[src/rtl/ascii_line_tx.sv]
// ascii_line_tx: streams a 4-char field, then an end-of-line, to a UART TX.
// Optional feature macro: ASCII_TX_CRLF_EN (CR before EOL_CHAR when defined).
module ascii_line_tx #(
  parameter bit          SKIP_NUL = 1'b1,
  parameter logic [7:0]  EOL_CHAR = 8'h0A,
  parameter logic [7:0]  CR_CHAR  = 8'h0D,
  parameter int unsigned CNT_W    = 16
) (
  input  logic             clock,
  input  logic             reset_n,
  input  logic             in_valid,
  output logic             in_ready,
  input  logic [7:0]       ch0,
  input  logic [7:0]       ch1,
  input  logic [7:0]       ch2,
  input  logic [7:0]       ch3,
  output logic [7:0]       tx_data,
  output logic             tx_valid,
  input  logic             tx_ready,
  output logic             busy,
  output logic [CNT_W-1:0] frame_count
);

  // LOAD: moving slot idx into the output register.
  // SEND: slots done, first terminator byte pending.
  // CR/EOL: that terminator byte sits in the output register.
  typedef enum logic [2:0] {
    IDLE,
    LOAD,
    SEND,
`ifdef ASCII_TX_CRLF_EN
    CR,
`endif
    EOL
  } state_t;

  localparam logic [CNT_W-1:0] CNT_ONE = 1;

  state_t           state_q;
  state_t           state_d;
  logic [1:0]       idx_q;
  logic [1:0]       idx_d;
  logic [7:0]       slot_q [4];
  logic [7:0]       slot_d [4];
  logic [7:0]       data_q;
  logic [7:0]       data_d;
  logic             valid_q;
  logic             valid_d;
  logic             busy_q;
  logic             busy_d;
  logic [CNT_W-1:0] cnt_q;
  logic [CNT_W-1:0] cnt_d;

  logic free;
  logic skip;

  // The output register can take a new byte when empty or being handed off.
  assign free = !valid_q || tx_ready;
  assign skip = SKIP_NUL && (slot_q[idx_q] == 8'h00);

  assign in_ready    = (state_q == IDLE);
  assign tx_data     = data_q;
  assign tx_valid    = valid_q;
  assign busy        = busy_q;
  assign frame_count = cnt_q;

  // Next-state and next-output logic.
  always_comb begin
    state_d = state_q;
    idx_d   = idx_q;
    slot_d  = slot_q;
    data_d  = data_q;
    valid_d = valid_q;
    busy_d  = busy_q;
    cnt_d   = cnt_q;
    unique case (state_q)
      IDLE: begin
        if (in_valid) begin
          slot_d[0] = ch0;
          slot_d[1] = ch1;
          slot_d[2] = ch2;
          slot_d[3] = ch3;
          idx_d     = 2'd0;
          busy_d    = 1'b1;
          state_d   = LOAD;
        end
      end
      LOAD: begin
        if (free) begin
          if (skip) begin
            valid_d = 1'b0;
          end else begin
            data_d  = slot_q[idx_q];
            valid_d = 1'b1;
          end
          if (idx_q == 2'd3) begin
            state_d = SEND;
          end else begin
            idx_d = idx_q + 2'd1;
          end
        end
      end
      SEND: begin
        if (free) begin
          valid_d = 1'b1;
`ifdef ASCII_TX_CRLF_EN
          data_d  = CR_CHAR;
          state_d = CR;
`else
          data_d  = EOL_CHAR;
          state_d = EOL;
`endif
        end
      end
`ifdef ASCII_TX_CRLF_EN
      CR: begin
        if (tx_ready) begin
          data_d  = EOL_CHAR;
          state_d = EOL;
        end
      end
`endif
      EOL: begin
        if (tx_ready) begin
          valid_d = 1'b0;
          busy_d  = 1'b0;
          cnt_d   = cnt_q + CNT_ONE;
          state_d = IDLE;
        end
      end
      default: begin
        state_d = IDLE;
      end
    endcase
  end

  // State and registered outputs; reset abandons any frame in progress.
  always_ff @(posedge clock) begin
    if (!reset_n) begin
      state_q <= IDLE;
      idx_q   <= 2'd0;
      slot_q  <= '{default: 8'h00};
      data_q  <= 8'h00;
      valid_q <= 1'b0;
      busy_q  <= 1'b0;
      cnt_q   <= '0;
    end else begin
      state_q <= state_d;
      idx_q   <= idx_d;
      slot_q  <= slot_d;
      data_q  <= data_d;
      valid_q <= valid_d;
      busy_q  <= busy_d;
      cnt_q   <= cnt_d;
    end
  end

endmodule

[config.mk]
export PLATFORM = sky130hd
export DESIGN_NAME = ascii_line_tx
export DESIGN_NICKNAME = d
export VERILOG_FILES = /design/src/rtl/ascii_line_tx.sv
export SDC_FILE = /design/constraint.sdc
export NUM_CORES = 1
export LEC_CHECK = 0
export ABC_AREA = 1
export CAP_MARGIN = 20
export CORE_ASPECT_RATIO = 2
export CORE_UTILIZATION = 51
export CTS_BUF_LIST = sky130_fd_sc_hd__clkbuf_16
export DETAILED_ROUTE_END_ITERATION = 12
export PLACE_DENSITY_LB_ADDON = 0.2
export SYNTH_ARGS = -nofsm -noshare
export SYNTH_HDL_FRONTEND = slang
export SYNTH_SLANG_ARGS = --single-unit
[constraint.sdc]
create_clock -name clock -period 2.1 [get_ports clock]
set_input_delay 0.315 -clock clock [delete_from_list [all_inputs] [get_ports clock]]
set_output_delay 0.315 -clock clock [all_outputs]
set_load 0.02 [all_outputs]
* Yosys cells after proc, flatten, opt, wreduce, memory -nomap -nowiden
Index checks and enable logic that the tools add are counted.
** Word-level totals
- Register bits :: 63
- Latch bits :: 0
- Memory bits (writable) :: 0
- Bits in read-only memories :: 0
- Input port bits :: 36
- Output and inout bits :: 27
- Logic and storage cells :: 64
- Memories kept :: 0
** Operators by class
- $add $sub $neg :: 2
- Multipliers :: 0
- Divide/modulo/power cells :: 0
- Magnitude comparators :: 1
- Eq/ne operators :: 11
- Shifts and indexed selects :: 0
- Multiplexer cells :: 24
- Bitwise logic cells :: 1
- Reduce and logical (&&, ||, !) cells :: 15
** Operator list (number)
- $mux 8 :: 5
- $add 16x1->16 const B :: 1
- $bmux 8 s2 :: 1
- $pmux 8 s2 :: 1
- $mux 3 :: 5
- $ne 2x2->1 const B :: 7
- $pmux 3 s4 :: 1
- $reduce_and 4->1 :: 3
- $logic_not 8->1 :: 1
- $eq 3x2->1 const B :: 2
- $mux 2 :: 3
- $reduce_bool 2->1 :: 3
- $mux 1 :: 5
- $reduce_and 5->1 :: 1
- $pmux 2 s2 :: 1
- $reduce_and 2->1 :: 2
- $eq 3x1->1 const B :: 1
- $ge 3x3->1 const B :: 1
- $logic_not 3->1 :: 1
- $not 2->3 :: 1
- $pmux 1 s3 :: 1
- $reduce_and 3->1 :: 1
- $reduce_bool 3->1 :: 1
- $add 2x1->2 const B :: 1
- 4 further kinds :: 4

* Longest topological paths before layout
- Depth in word-level cells :: 8
- Gate-level depth with buffers :: 13
- Gate-level depth less buffers :: 12

* Worst setup path before layout
OpenSTA, ideal clock, no wires.
- Path kind :: reg2reg
- Start :: reg state_q[0]
- End :: reg cnt_q[15], in the netlist frame_count[15]
- Arrival :: 1487 ps
- Path slack :: 497 ps
- Stages on the path, launching flop included :: 11
- Clock period less this slack :: 1603 ps
- Path through :: dfxtp_1 ha_1 nand2_1 inv_2 nand2_1 nor3_2 nand2_1 nor2_2 nand4_1 nand2_1 a21oi_1
** On the way
- Longest elaborated chain between the ends :: 2
** RTL lines
- start, declared :: RTL line 39 : state_t state_q;
- start signal, assigned :: RTL line 148 : state_q <= state_d;
- $eq 3x2->1 :: RTL line 76 : unique case (state_q)
- $reduce_and 2->1 (no line)
- end signal, assigned :: RTL line 154 : cnt_q <= cnt_d;
- end, declared :: RTL line 51 : logic [CNT_W-1:0] cnt_q;
No other way between the ends.
A chain may end at the register's enable or synchronous reset.

* Worst setup path in the final report
- Start :: reg state_q[1]
- End :: out in_ready
** On the way
- Longest elaborated chain between the ends :: 1
** RTL lines
- $logic_not 3->1 :: RTL line 61 : assign in_ready = (state_q == IDLE);
- end, declared :: RTL line 12 : output logic in_ready,
No other way between the ends.

==> impl_metrics.yaml <==
status:
  status: "finished, final reports clean"
finish:
  fin_area_um2: 3890
  syn2layout_area_growth_pct: 32.3
  nFillCells: 480
  diodes: 0
  drive_gt1_share_pct: 9.28
  nets: 524
routing:
  vias_per_cell: 5.27
  dr.pass1.iters: 4
  routedWlPerCell_um: 12.6
  wl_um: 6860
  routed-via-count: 2870
  drc_errors: 0
  postRouteAntennaNets: 0
  drtIter0Drc: 102
synthesis:
  synth.area.top_cells: "dfxtp_1 42%, nor2_1 12%, nand2_1 9.8%, o21ai_0 7.3%, nand3_1 5.3%"
  synthMuxAreaShare_pct: 0
  synth_edf_count: 0
  synth_warnings: 0
  ys_seq_area_share_pct: 42.2
  async_reset_ff_share_pct: 0
  synth_seq_cells: 62
  synthSimpleGateAreaFrac_pct: 34.8
  syn_area_um2: 2940
  synth_top_family_by_area: "simple AND/OR/NAND/NOR gates"
  synth-compound-area-share_pct: 12.9
  synth_top_area_share_pct: 42.2
  synth_fa_ha_area_share_pct: 2.56
  netlist_instances: 420
  synth_cell_types: 28
  synth_ff_type: "dfxtp_1"
  syn_avg_cell_area_um2: 6.99
  synthXorXnorAreaFrac_pct: 0
  syn_nets: 462
  synth_top_area_cell: "dfxtp_1"
floorplan:
  initial_utilization_pct: 53.7
  ios: 63
  fp.dieH_um: 109
  chipWidth_um: 55.7
  num_rows: 38
  core_region_area_um2: 5470
  die_area_um2: 6090
timing:
  slew_viol_final: 0
  finalHoldViolCount: 0
  rsz0062_at_grt: "no"
  fmax_mhz: 506
  min_period_ps: 1980
  setup_viol: 0
  finalCritPeriodShare_pct: 94.1
  maxSlewHeadroom_pct: 71.1
  tightest_slew_ps: 433
  fin_skew_ps: 5.68
  finalSetupTns_ps: 0
clocking:
  cts.clk_slew.worst_paths_ps: 50
  cts_buffer_depth: 2
  cts.sinks: 62
  cts_made_buffers: 9
  tritoncts: "built"
  clockRootBuffer: "clkbuf_16"
  clock_latency_ps: 330
  cts_setup_buffers: 0
  ctsHtreeMaxLevel: 3
setup_path:
  cp_cell_sequence: "inv_1 -> ha_1 -> clkdlybuf4s50_1"
  worstSetupPathType: "reg2out"
  path_max_fanout: 5
  rr_startpoint: "state_q[1]$_SDFFE_PN0P_"
  max_stage_delay_ps: 630
  start_kind: "register"
  crit_arrival_ps: 1660
  cp.required_ps: 1780
  critPathCaptureType: "primary output"
  cp_slowest_cell: "clkdlybuf4s50_1"
  crit_path_start: "state_q[1]$_SDFFE_PN0P_"
global_routing:
  antenna_found_initial: 0
  grt_pass1_wl_um: 11500
  grt_max_degree: 33
  grt_overflow: 0
  grt_pass1_vias: 2779
  track_usage_pct: 24.6
placed_design:
  io_buffers: 62
  postPlaceCellArea_um2: 3580
  dpl.hpwl_um: 4940
  gp_congestion: 0.857
min_path:
  min_path_type: "reg2reg"
  min-delay-start: "busy$_SDFFE_PN0P_"
flow_run:
  maxCapViolCount: 0
power_and_ir_drop:
  p_per_area_nw_per_um2: 1410
  p_leak_nw: 1.57
  ir_drop_uv: 1410
==> registers in the layout, summed over array words and instances, names as in the netlist <==
register	flops
idx_q	2
state_q	2
busy	1
tx_data	8
slot_q	32
frame_count	16
tx_valid	1
==> cells in the final DEF (no fill, tap or decap), drive strengths merged <==
master / n
nor3: 4
dfxtp: 62
nand3: 39
inv: 29
nor2: 97
nand3b: 1
clkdlybuf4s50: 62
clkinv: 2
clkinvlp: 1
buf: 7
a211oi: 2
nand4: 3
clkbuf: 9
bufinv: 2
o21a: 2
ha: 6
nand2: 84
a21oi: 27
o21ai: 43
or2: 2
nor3b: 1
==> cell type report <==
class / instances / area [um^2] / share of cell area [%]
multi-input combinational: 311 / 1480 / 38.1
clock inverter: 5 / 76.3 / 1.96
clock buffer: 9 / 225 / 5.80
timing repair buffer: 69 / 673 / 17.3
inverter: 29 / 114 / 2.93
sequential: 62 / 1240 / 31.9
tap: 60 / 75.1 / 1.93
==> cell usage after synthesis (3+ instances only) <==
| library cell | n |
|---|---|
| ha_1 | 6 |
| buf_1 | 3 |
| o21ai_0 | 43 |
| dfxtp_1 | 62 |
| nand4_1 | 3 |
| buf_6 | 4 |
| a21oi_1 | 27 |
| nand2_2 | 7 |
| nand3_2 | 7 |
| nor3_1 | 3 |
| nand3_1 | 31 |
| nor2_1 | 94 |
| clkbuf_1 | 8 |
| inv_1 | 26 |
| nand2_1 | 77 |
==> critical path: cells and delay by family, from the launching register on <==
family | cells | cell delay [ps]
buffers and inverters | 2 | 740
adders and majority gates | 1 | 240
DFF | 1 | 350
==> logic make-up (layout without fill, tap and decap cells) <==
| group | after synthesis | after routing |
|---|---|---|
| and+or+nand+nor | 231 | 231 |
| buffers and inverters | 47 | 112 |
| DFF | 62 | 62 |
| adders and majority gates | 6 | 6 |
| AOI/OAI and AO/OA | 74 | 74 |
==> layer usage <==
layer	up-vias	global-route usage (%)	share of wire (%)
li1	1477	-	-
met1	1303	23.6	37
met2	70	46.1	55
met3	20	5.29	4.1
met4	0	16.3	3.8
met5	-	0	0
==> stage by stage <==
stage / hold slack (ps) / instances / utilization (%) / total power, mW / worst slack [ps]
floorplan: 455 / 420 / - / 3.40 / 497
global placement: 448 / 531 / 65.5 / 3.95 / 55.2
detailed placement: 462 / 531 / 65.5 / 3.99 / -16.4
CTS: 471 / 545 / 71.0 / 5.53 / 128
global route: 490 / 545 / 71.1 / 5.89 / 0.0435
finish: 463 / 545 / 71.1 / 5.50 / 123
==> path summary, 6_finish.rpt <==
check | to | slack [ps] | cells after the start
worst min register to register | busy$_SDFFE_PN0P_ | 460 | 2
worst max-delay path | in_ready | 120 | 3
worst min-delay path | busy$_SDFFE_PN0P_ | 460 | 2
worst max register to register | frame_count[15]$_SDFFE_PN0P_ | 200 | 10
==> report_power, final <==
| part | total [mW] | internal (mW) | switching [mW] |
|---|---|---|---|
| combinational | 2.29 | 0.913 | 1.38 |
| clock | 1.52 | 1.02 | 0.499 |
| sequential | 1.69 | 1.47 | 0.218 |
==> timing repair <==
item                       in CTS  in global routing
hold buffers                    0                  0
setup endpoints to repair       0                  1
gates resized for setup         0                  1
Note: power is estimated with default switching activity, not from simulation.
